### src/rtl/note_sequencer_arb.sv
// note_sequencer_arb
//   Plays a software-loaded queue of reference notes {note, octave, dur} and
//   arbitrates the piano_octave key/octave/enable inputs between that
//   sequence and the live keyboard. While a sequence runs, live keys are
//   masked. When idle, live keys pass through with one cycle of latency.
//
// Ports
//   clk, reset         : system clock, asynchronous active-high reset
//   wr_en/wr_note/
//   wr_octave/wr_dur   : push one queue entry (dropped when full or on abort)
//   start, abort       : begin playback / stop immediately and flush
//   live_keys/_octave/
//   live_en            : live keyboard inputs, ignored while busy
//   key_out/octave_out/
//   play_en_out        : registered drive to piano_octave
//   busy, done         : sequence active / one-cycle normal-drain pulse
//   wr_full, count     : queue status
//   cur_note           : note currently sounding (0 when silent)
module note_sequencer_arb #(
  parameter int DEPTH    = 16,
  parameter int TICK_DIV = 100000,
  parameter int DUR_W    = 12,
  parameter int GAP_MS   = 20
) (
  input  logic                   clk,
  input  logic                   reset,
  input  logic                   wr_en,
  input  logic [3:0]             wr_note,
  input  logic [2:0]             wr_octave,
  input  logic [DUR_W-1:0]       wr_dur,
  input  logic                   start,
  input  logic                   abort,
  input  logic [11:0]            live_keys,
  input  logic [2:0]             live_octave,
  input  logic                   live_en,
  output logic [11:0]            key_out,
  output logic [2:0]             octave_out,
  output logic                   play_en_out,
  output logic                   busy,
  output logic                   done,
  output logic                   wr_full,
  output logic [$clog2(DEPTH):0] count,
  output logic [3:0]             cur_note
);

  localparam int AW    = $clog2(DEPTH);
  localparam int CW    = AW + 1;
  localparam int PRE_W = (TICK_DIV > 1) ? $clog2(TICK_DIV) : 1;
  localparam int GAP_W = (GAP_MS > 1) ? $clog2(GAP_MS) : 1;
  localparam int MS_W  = (DUR_W > GAP_W) ? DUR_W : GAP_W;
  localparam logic [PRE_W-1:0] PRE_LAST = PRE_W'(TICK_DIV - 1);
  localparam logic [MS_W-1:0]  GAP_LAST = MS_W'((GAP_MS > 0) ? GAP_MS - 1 : 0);
  localparam logic [CW-1:0]    FULL_CNT = CW'(DEPTH);

  typedef enum logic [1:0] {IDLE, LOAD, PLAY, GAP} state_t;

  state_t state, state_nxt;

  // ---------------- note queue ----------------
  logic [3:0]       note_mem [DEPTH];
  logic [2:0]       oct_mem  [DEPTH];
  logic [DUR_W-1:0] dur_mem  [DEPTH];
  logic [AW-1:0]    wr_ptr, rd_ptr;
  logic [CW-1:0]    count_nxt;
  logic             push, pop;

  // A full queue drops writes even when a pop happens in the same cycle.
  assign push = wr_en && !wr_full && !abort;
  assign pop  = (state == LOAD) && !abort;

  always_comb begin
    count_nxt = count;
    if (abort)             count_nxt = '0;
    else if (push && !pop) count_nxt = count + CW'(1);
    else if (!push && pop) count_nxt = count - CW'(1);
  end

  always_ff @(posedge clk) begin
    if (push) begin
      note_mem[wr_ptr] <= wr_note;
      oct_mem[wr_ptr]  <= wr_octave;
      dur_mem[wr_ptr]  <= wr_dur;
    end
  end

  always_ff @(posedge clk or posedge reset) begin
    if (reset) begin
      wr_ptr  <= '0;
      rd_ptr  <= '0;
      count   <= '0;
      wr_full <= 1'b0;
    end else begin
      if (abort) begin
        wr_ptr <= '0;
        rd_ptr <= '0;
      end else begin
        if (push) wr_ptr <= wr_ptr + AW'(1);
        if (pop)  rd_ptr <= rd_ptr + AW'(1);
      end
      count   <= count_nxt;
      wr_full <= (count_nxt == FULL_CNT);
    end
  end

  logic [3:0]       head_note;
  logic [2:0]       head_oct;
  logic [DUR_W-1:0] head_dur;
  assign head_note = note_mem[rd_ptr];
  assign head_oct  = oct_mem[rd_ptr];
  assign head_dur  = dur_mem[rd_ptr];

  // ---------------- duration timers ----------------
  logic [DUR_W-1:0] dur_r;
  logic [MS_W-1:0]  dur_last;
  logic [PRE_W-1:0] pre;
  logic [MS_W-1:0]  ms;
  logic             tick_end, play_end, gap_end;

  assign dur_last = MS_W'(dur_r) - MS_W'(1);
  assign tick_end = (pre == PRE_LAST);
  assign play_end = tick_end && (ms == dur_last);
  assign gap_end  = tick_end && (ms == GAP_LAST);

  // Both timers restart on every state change, so each PLAY/GAP phase is
  // an exact multiple of TICK_DIV cycles with no carried-over phase.
  always_ff @(posedge clk or posedge reset) begin
    if (reset) begin
      pre   <= '0;
      ms    <= '0;
      dur_r <= DUR_W'(1);
    end else begin
      if (state_nxt != state) begin
        pre <= '0;
        ms  <= '0;
      end else if (state == PLAY || state == GAP) begin
        if (tick_end) begin
          pre <= '0;
          ms  <= ms + MS_W'(1);
        end else begin
          pre <= pre + PRE_W'(1);
        end
      end
      // A zero duration plays as 1 ms.
      if (pop) dur_r <= (head_dur == '0) ? DUR_W'(1) : head_dur;
    end
  end

  // ---------------- FSM ----------------
  always_ff @(posedge clk or posedge reset) begin
    if (reset) state <= IDLE;
    else       state <= state_nxt;
  end

  always_comb begin
    state_nxt = state;
    case (state)
      IDLE: if (start && count != '0) state_nxt = LOAD;
      LOAD: state_nxt = PLAY;
      PLAY: if (play_end) begin
              if (GAP_MS != 0)        state_nxt = GAP;
              else if (count != '0)   state_nxt = LOAD;
              else                    state_nxt = IDLE;
            end
      GAP:  if (gap_end) state_nxt = (count != '0) ? LOAD : IDLE;
      default: state_nxt = IDLE;
    endcase
    if (abort) state_nxt = IDLE;
  end

  function automatic logic [11:0] onehot(input logic [3:0] n);
    logic [3:0] idx;
    idx = n - 4'd1;
    onehot = '0;
    if (n >= 4'd1 && n <= 4'd12) onehot = 12'd1 << idx;
  endfunction

  // Outputs are computed from the next state and registered, so the first
  // PLAY cycle already shows the note popped during LOAD.
  logic [11:0] key_d;
  logic [2:0]  oct_d;
  logic        en_d, busy_d, done_d;
  logic [3:0]  note_d;

  always_comb begin
    key_d  = key_out;
    oct_d  = octave_out;
    en_d   = play_en_out;
    note_d = cur_note;
    case (state_nxt)
      IDLE: begin
        key_d  = live_keys;
        oct_d  = live_octave;
        en_d   = live_en;
        note_d = '0;
      end
      LOAD, GAP: begin
        key_d  = '0;
        en_d   = 1'b1;
        note_d = '0;
      end
      PLAY: if (state == LOAD) begin
        key_d  = onehot(head_note);
        oct_d  = head_oct;
        en_d   = 1'b1;
        note_d = (head_note <= 4'd12) ? head_note : 4'd0;
      end
      default: ;
    endcase
    busy_d = (state_nxt != IDLE);
    done_d = (state != IDLE) && (state_nxt == IDLE) && !abort;
  end

  always_ff @(posedge clk or posedge reset) begin
    if (reset) begin
      key_out     <= '0;
      octave_out  <= '0;
      play_en_out <= 1'b0;
      busy        <= 1'b0;
      done        <= 1'b0;
      cur_note    <= '0;
    end else begin
      key_out     <= key_d;
      octave_out  <= oct_d;
      play_en_out <= en_d;
      busy        <= busy_d;
      done        <= done_d;
      cur_note    <= note_d;
    end
  end

endmodule

### config.mk
export PLATFORM = sky130hd
export DESIGN_NAME = note_sequencer_arb
export DESIGN_NICKNAME = d
export VERILOG_FILES = /design/src/rtl/note_sequencer_arb.sv
export SDC_FILE = /design/constraint.sdc
export NUM_CORES = 1
export LEC_CHECK = 0
export CORE_MARGIN = 8
export CORE_UTILIZATION = 50
export DETAILED_ROUTE_END_ITERATION = 10
export PLACE_DENSITY = 0.79
export SYNTH_ARGS = -nofsm -noshare
export SYNTH_HDL_FRONTEND = slang
export SYNTH_SLANG_ARGS = --single-unit
### constraint.sdc
create_clock -name clk -period 3.73 [get_ports clk]
set_input_delay 0.373 -clock clk [delete_from_list [all_inputs] [get_ports clk]]
set_output_delay 0.373 -clock clk [all_outputs]
set_load 0.1 [all_outputs]
=== Word-level counts from Yosys, hierarchy flattened ===
Memory sizes are Yosys's and may differ from the RTL's.
Index checks and enable logic that the tools add are counted.

* Shift operators: 1
* Multiplexer cells: 32
* Order comparisons: 2
* Equal/unequal tests: 12
* Add/subtract/negate cells: 8
* Reductions and logical operators: 31

{| class="wikitable"
|+ Operator list
! cell !! count
|-
| two-way mux 12 bit || 6
|-
| two-way mux 17 bit || 3
|-
| one-hot mux 12 bit (3 select lines) || 1
|-
| two-way mux 4 bit || 6
|-
| adder 17 x 1 -> 17 bit (second input constant) || 1
|-
| == test 17 bit (second input constant) || 1
|-
| two-way mux 5 bit || 3
|-
| nonzero test 2 bit || 7
|-
| adder 12 x 1 -> 12 bit (second input constant) || 1
|-
| == test 12 bit || 1
|-
| == test 12 x 5 -> 1 bit (second input constant) || 1
|-
| logical NOT 12 bit || 1
|-
| left shift 1 x 4 -> 12 bit (first input constant) || 1
|-
| subtractor 12 x 1 -> 12 bit (second input constant) || 1
|-
| logical AND 1 bit || 11
|-
| adder 4 x 1 -> 4 bit (second input constant) || 2
|-
| == test 2 bit (second input constant) || 4
|-
| two-way mux 2 bit || 4
|-
| one-hot mux 2 bit (4 select lines) || 1
|-
| one-hot mux 4 bit (2 select lines) || 1
|-
| one-hot mux 3 bit (2 select lines) || 1
|-
| adder 5 x 1 -> 5 bit (second input constant) || 1
|-
| == test 5 bit (second input constant) || 1
|-
| nonzero test 5 bit || 1
|-
| 16 further kinds || 25
|}

* Memories kept: 3
* Bits in registers: 79
* Bits in writable memories: 304
* Output and inout bits: 28
* Word-level logic and storage cells: 103
* Input bits: 40

{| class="wikitable"
|+ Memories
! name !! words !! bits a word !! rd ports !! clocked after memory_dff !! wr ports !! RTL line !! source
|-
| dur_mem || 16 || 12 || 1 || 0 || 1 || 62 || <nowiki>logic [DUR_W-1:0] dur_mem [DEPTH];</nowiki>
|-
| note_mem || 16 || 4 || 1 || 0 || 1 || 60 || <nowiki>logic [3:0] note_mem [DEPTH];</nowiki>
|-
| oct_mem || 16 || 3 || 1 || 0 || 1 || 61 || <nowiki>logic [2:0] oct_mem [DEPTH];</nowiki>
|}

=== Depth between registers and ports, before layout ===
* Depth in word-level cells: 9
* Depth in mapped cells: 12
* Gate-level depth less buffers: 10

=== Least setup slack after synthesis ===
OpenSTA, ideal clock, no wires.

* Kind: register to register
* Start: register, netlist name count[0]
* End: register dur_r[2]
* Library setup time: 125 ps
* Path slack: 575 ps
* Buffers on the path: 2
* Arrival: 3,031 ps
* Period minus slack after synthesis: 3,155 ps
* Stages on the path, launching flop included: 10
* Required time: 3,605 ps
* Cells stage by stage: dfrtp_1 > inv_1 > ha_1 > nor4b_1 > nand2b_1 > a21oi_1 > and2_1 > clkbuf_1 > clkbuf_1 > mux2_2

{| class="wikitable"
|+ RTL lines
! item !! RTL line !! source
|-
| end signal, assigned || 144 || <nowiki>if (pop) dur_r <= (head_dur == '0) ? DUR_W'(1) : head_dur;</nowiki>
|-
| end, declared || 113 || <nowiki>logic [DUR_W-1:0] dur_r;</nowiki>
|}

=== Worst setup path in the final report ===
* Start: register dur_r[1]
* End: register octave_out[0]

* Longest elaborated chain between the ends: 9
* Elaborated cells between the ends (all ways): 12
* Those cells by class: add/sub (1); eq/ne (3); mux (4); reduce/logical (4)

{| class="wikitable"
|+ Ends and longest elaborated chain
! item !! RTL line !! source
|-
| subtractor 12 x 1 -> 12 bit * || 119 || <nowiki>assign dur_last = MS_W'(dur_r) - MS_W'(1);</nowiki>
|-
| == test 12 bit * || 121 || <nowiki>assign play_end = tick_end && (ms == dur_last);</nowiki>
|-
| logical AND 1 bit * || 121 ||
|-
| two-way mux 2 bit * || 159 || <nowiki>PLAY: if (play_end) begin</nowiki>
|-
| one-hot mux 2 bit (4 select lines) * || 156 || <nowiki>case (state)</nowiki>
|-
| two-way mux 2 bit * || 167 || <nowiki>if (abort) state_nxt = IDLE;</nowiki>
|-
| == test 2 bit / logical NOT 2 bit (equally long branches) || 189 || <nowiki>case (state_nxt)</nowiki>
|-
| != test 2 bit (no source line) / nonzero test 2 bit (equally long branches) || -- ||
|-
| AND reduction 2 bit (no source line) || -- ||
|-
| end signal, assigned || 223 || <nowiki>octave_out <= oct_d;</nowiki>
|-
| end, declared || 37 || <nowiki>output logic [2:0] octave_out,</nowiki>
|}

Every way passes the cells marked *; elsewhere a longest branch is shown, timed or not.
A chain may end at the register's enable or synchronous reset.

==> out/metrics.cfg <==
[placed_design]
dp_hpwl_microns = 20800
dpl_cell_area_sq_mm = 0.0172
port_buffers = 67
gp_congestion = 0.839

[logic_synthesis]
yosysWarningCount = 0
synth_edf_count = 304
netlist_instances = 915
netlist_area_sq_mm = 0.0159
ys_seq_elements = 383
synth_flop_cell = edfxtp_1
syn_area_per_cell_sq_um = 17.4
ys_seq_area_frac = 0.697
ys_types = 66
synth_nets = 965
synthArstFlopShare = 0.206

[worst_setup_path]
critPathLaunchType = flip-flop
crit_arrival_ns = 3.51
path_max_fanout = 12
cp-end-kind = flip-flop
critical_path_class = flip-flop to flip-flop
crit_required_ns = 4.16

[route]
vias = 8741
routed_wl_microns = 35500
drt_iter0_drc = 816
avgRoutedWirePerCell_microns = 24.6
drcViolationCount = 0
dr.pass1.iters = 5
antenna_left = 0
avgViaCountPerCell = 6.07

[sta]
slew-limit-headroom = 0.335
hold_viol_final = 0
finalCriticalPeriod_ns = 3.08
fmax_mhz = 325
rsz0062_at_grt = false
setup_violations = 0
finalCritPeriodShare = 0.826
drv_slew = 0
holdWs_ns = 0.170
fin_tns_setup_ns = 0
tightest_slew_ns = 0.994
fin_worst_skew_ns = 0.0153

[floorplanning]
die_width_microns = 195
dieArea_sq_mm = 0.0379
fp.coreArea_sq_mm = 0.0315
rows = 65
initial_core_util = 0.507
die_h_microns = 195
ios = 68

[clock_tree]
numCtsBuffers = 41
ctsRootBufferMaster = clkbuf_16
cts_hold_buf = 0
clockBufferDepth = 3
ctsResizeCount = 0
cts_setup_buffers = 0
tritoncts = yes
htreeDepth = 2
clkTransAtPathRegs_ns = 0.06
clock_sinks = 383
clk_latency_ns = 0.55

[finish]
diodes = 0
final_cell_mix = edfxtp_1, mux4_2, dfrtp_1, clkdlybuf4s50_1, nor2_1
syn2layout_area_growth_pct = 16.1
final_common_cell = edfxtp_1
drive_gt1_frac = 0.202
num-fill-cells = 2222
fin_area_sq_mm = 0.0185
nets = 1056

[outcome]
outcome = complete, no violations

[global_routing]
grt_max_degree = 32
grt_pass1_wl_microns = 54400
overflow = 0
grt_pass1_vias = 9088
grt_usage = 0.187
antenna_found_initial = 1

[power]
p_leak_nw = 6.10
power.density_mw_per_mm2 = 668
peakVddDrop_mv = 0.463

[flow_run]
maxCapViolCount = 0

[worst_hold_path]
worstHoldPathType = primary input to async pin

==> stage by stage <==
stage | std cells | total power [mW] | utilization | worst slack [ns]
CTS | 1440 | 12.5 | 0.588 | 0.686
global route | 1440 | 12.8 | 0.588 | 0.341
floorplan | 915 | 7.77 | - | 0.575
global placement | 1365 | 8.53 | 0.547 | 0.786
detailed placement | 1365 | 8.60 | 0.547 | 0.696
finish | 1440 | 12.4 | 0.588 | 0.649
==> sequential cells by signal (all words and copies together) (netlist names), 2 cells and up <==
register    cells
dur_r          12
octave_out      3
oct_mem        48
note_mem       64
ms             12
cur_note        4
count           5
state           2
dur_mem       192
pre            17
key_out        12
wr_ptr          4
rd_ptr          4
==> logic make-up (layout without fill, tap and decap cells) <==
logic type / Yosys count / count (layout) / synth area share
DFF: 383 / 383 / 0.697
buffers and inverters: 67 / 190 / 0.0180
AOI/OAI and AO/OA: 81 / 81 / 0.0352
and+or+nand+nor: 220 / 220 / 0.0741
xor gates and xnor gates: 49 / 49 / 0.0269
muxes: 105 / 105 / 0.141
adders and majority gates: 10 / 10 / 0.00785
==> synth_stat cells, types with 4 or more instances <==
cell type  instances  area share
mux4_2            95        0.13
clkbuf_1          28      0.0066
o22a_1             5      0.0027
nand4_1           13      0.0051
nand3_1           17      0.0053
ha_1              10      0.0078
xnor2_1           23       0.013
buf_1              7      0.0016
nand2b_1          15      0.0059
o2bb2ai_1          6      0.0033
a21oi_1           26      0.0082
nor4_1            10      0.0039
nor2_1            52       0.012
or3_1              5      0.0020
o21ai_1            5      0.0016
xor2_1            26       0.014
nor4b_1            4      0.0022
nor3_1            26      0.0082
and2_1            17      0.0067
dfrtp_1           78        0.12
o21ai_0            8      0.0025
inv_1             17      0.0040
nand2_1           34      0.0080
mux2_2            10      0.0071
edfxtp_1         304        0.57
buf_2             11      0.0035
==> final timing paths <==
path | slack, ns | cells after the start | from | to
max in group asynchronous | 2.75 | 3 | reset | dur_r[0]
hold reg to reg | 0.52 | 1 | cur_note[2] | cur_note[2]
min in group clk | 0.40 | 2 | live_keys[1] | key_out[1]
hold / removal | 0.17 | 2 | reset | pre[16]
setup reg to reg | 0.65 | 10 | dur_r[1] | octave_out[0]
setup / recovery | 0.65 | 10 | dur_r[1] | octave_out[0]
==> worst max-delay path, stage by stage, from the launching register on <==
cell	delay, ns
dfrtp_1	0.42
inv_1	0.09
ha_1	0.30
nor3b_1	0.49
a21boi_0	0.18
o211ai_1	0.23
a311oi_2	0.13
a31o_2	0.31
a21oi_2	0.38
inv_2	0.15
o221a_1	0.27
==> area by class of cell <==
class | count | area, sq um | share of cell area
clock inverter | 22 | 195 | 0.0105
sequential | 383 | 11100 | 0.601
multi-input combinational | 465 | 4560 | 0.247
clock buffer | 53 | 1080 | 0.0584
timing repair buffer | 97 | 983 | 0.0531
inverter | 18 | 68.8 | 0.00372
tap | 402 | 503 | 0.0272
==> power by group <==
| group | total (mW) | switching [mW] | internal (mW) |
|---|---|---|---|
| sequential | 5.24 | 0.372 | 4.87 |
| combinational | 3.30 | 2.01 | 1.29 |
| clock | 3.84 | 1.68 | 2.15 |
==> per-layer routing <==
metal  GRT usage  wire length (microns)  vias up
li1            -                      -     3796
met3      0.0432                   2540       77
met4      0.0620                   1010        2
met1       0.232                  13900     4502
met2       0.322                  18000      364
met5           0                     16        -
Note: power is estimated with default switching activity, not from simulation.
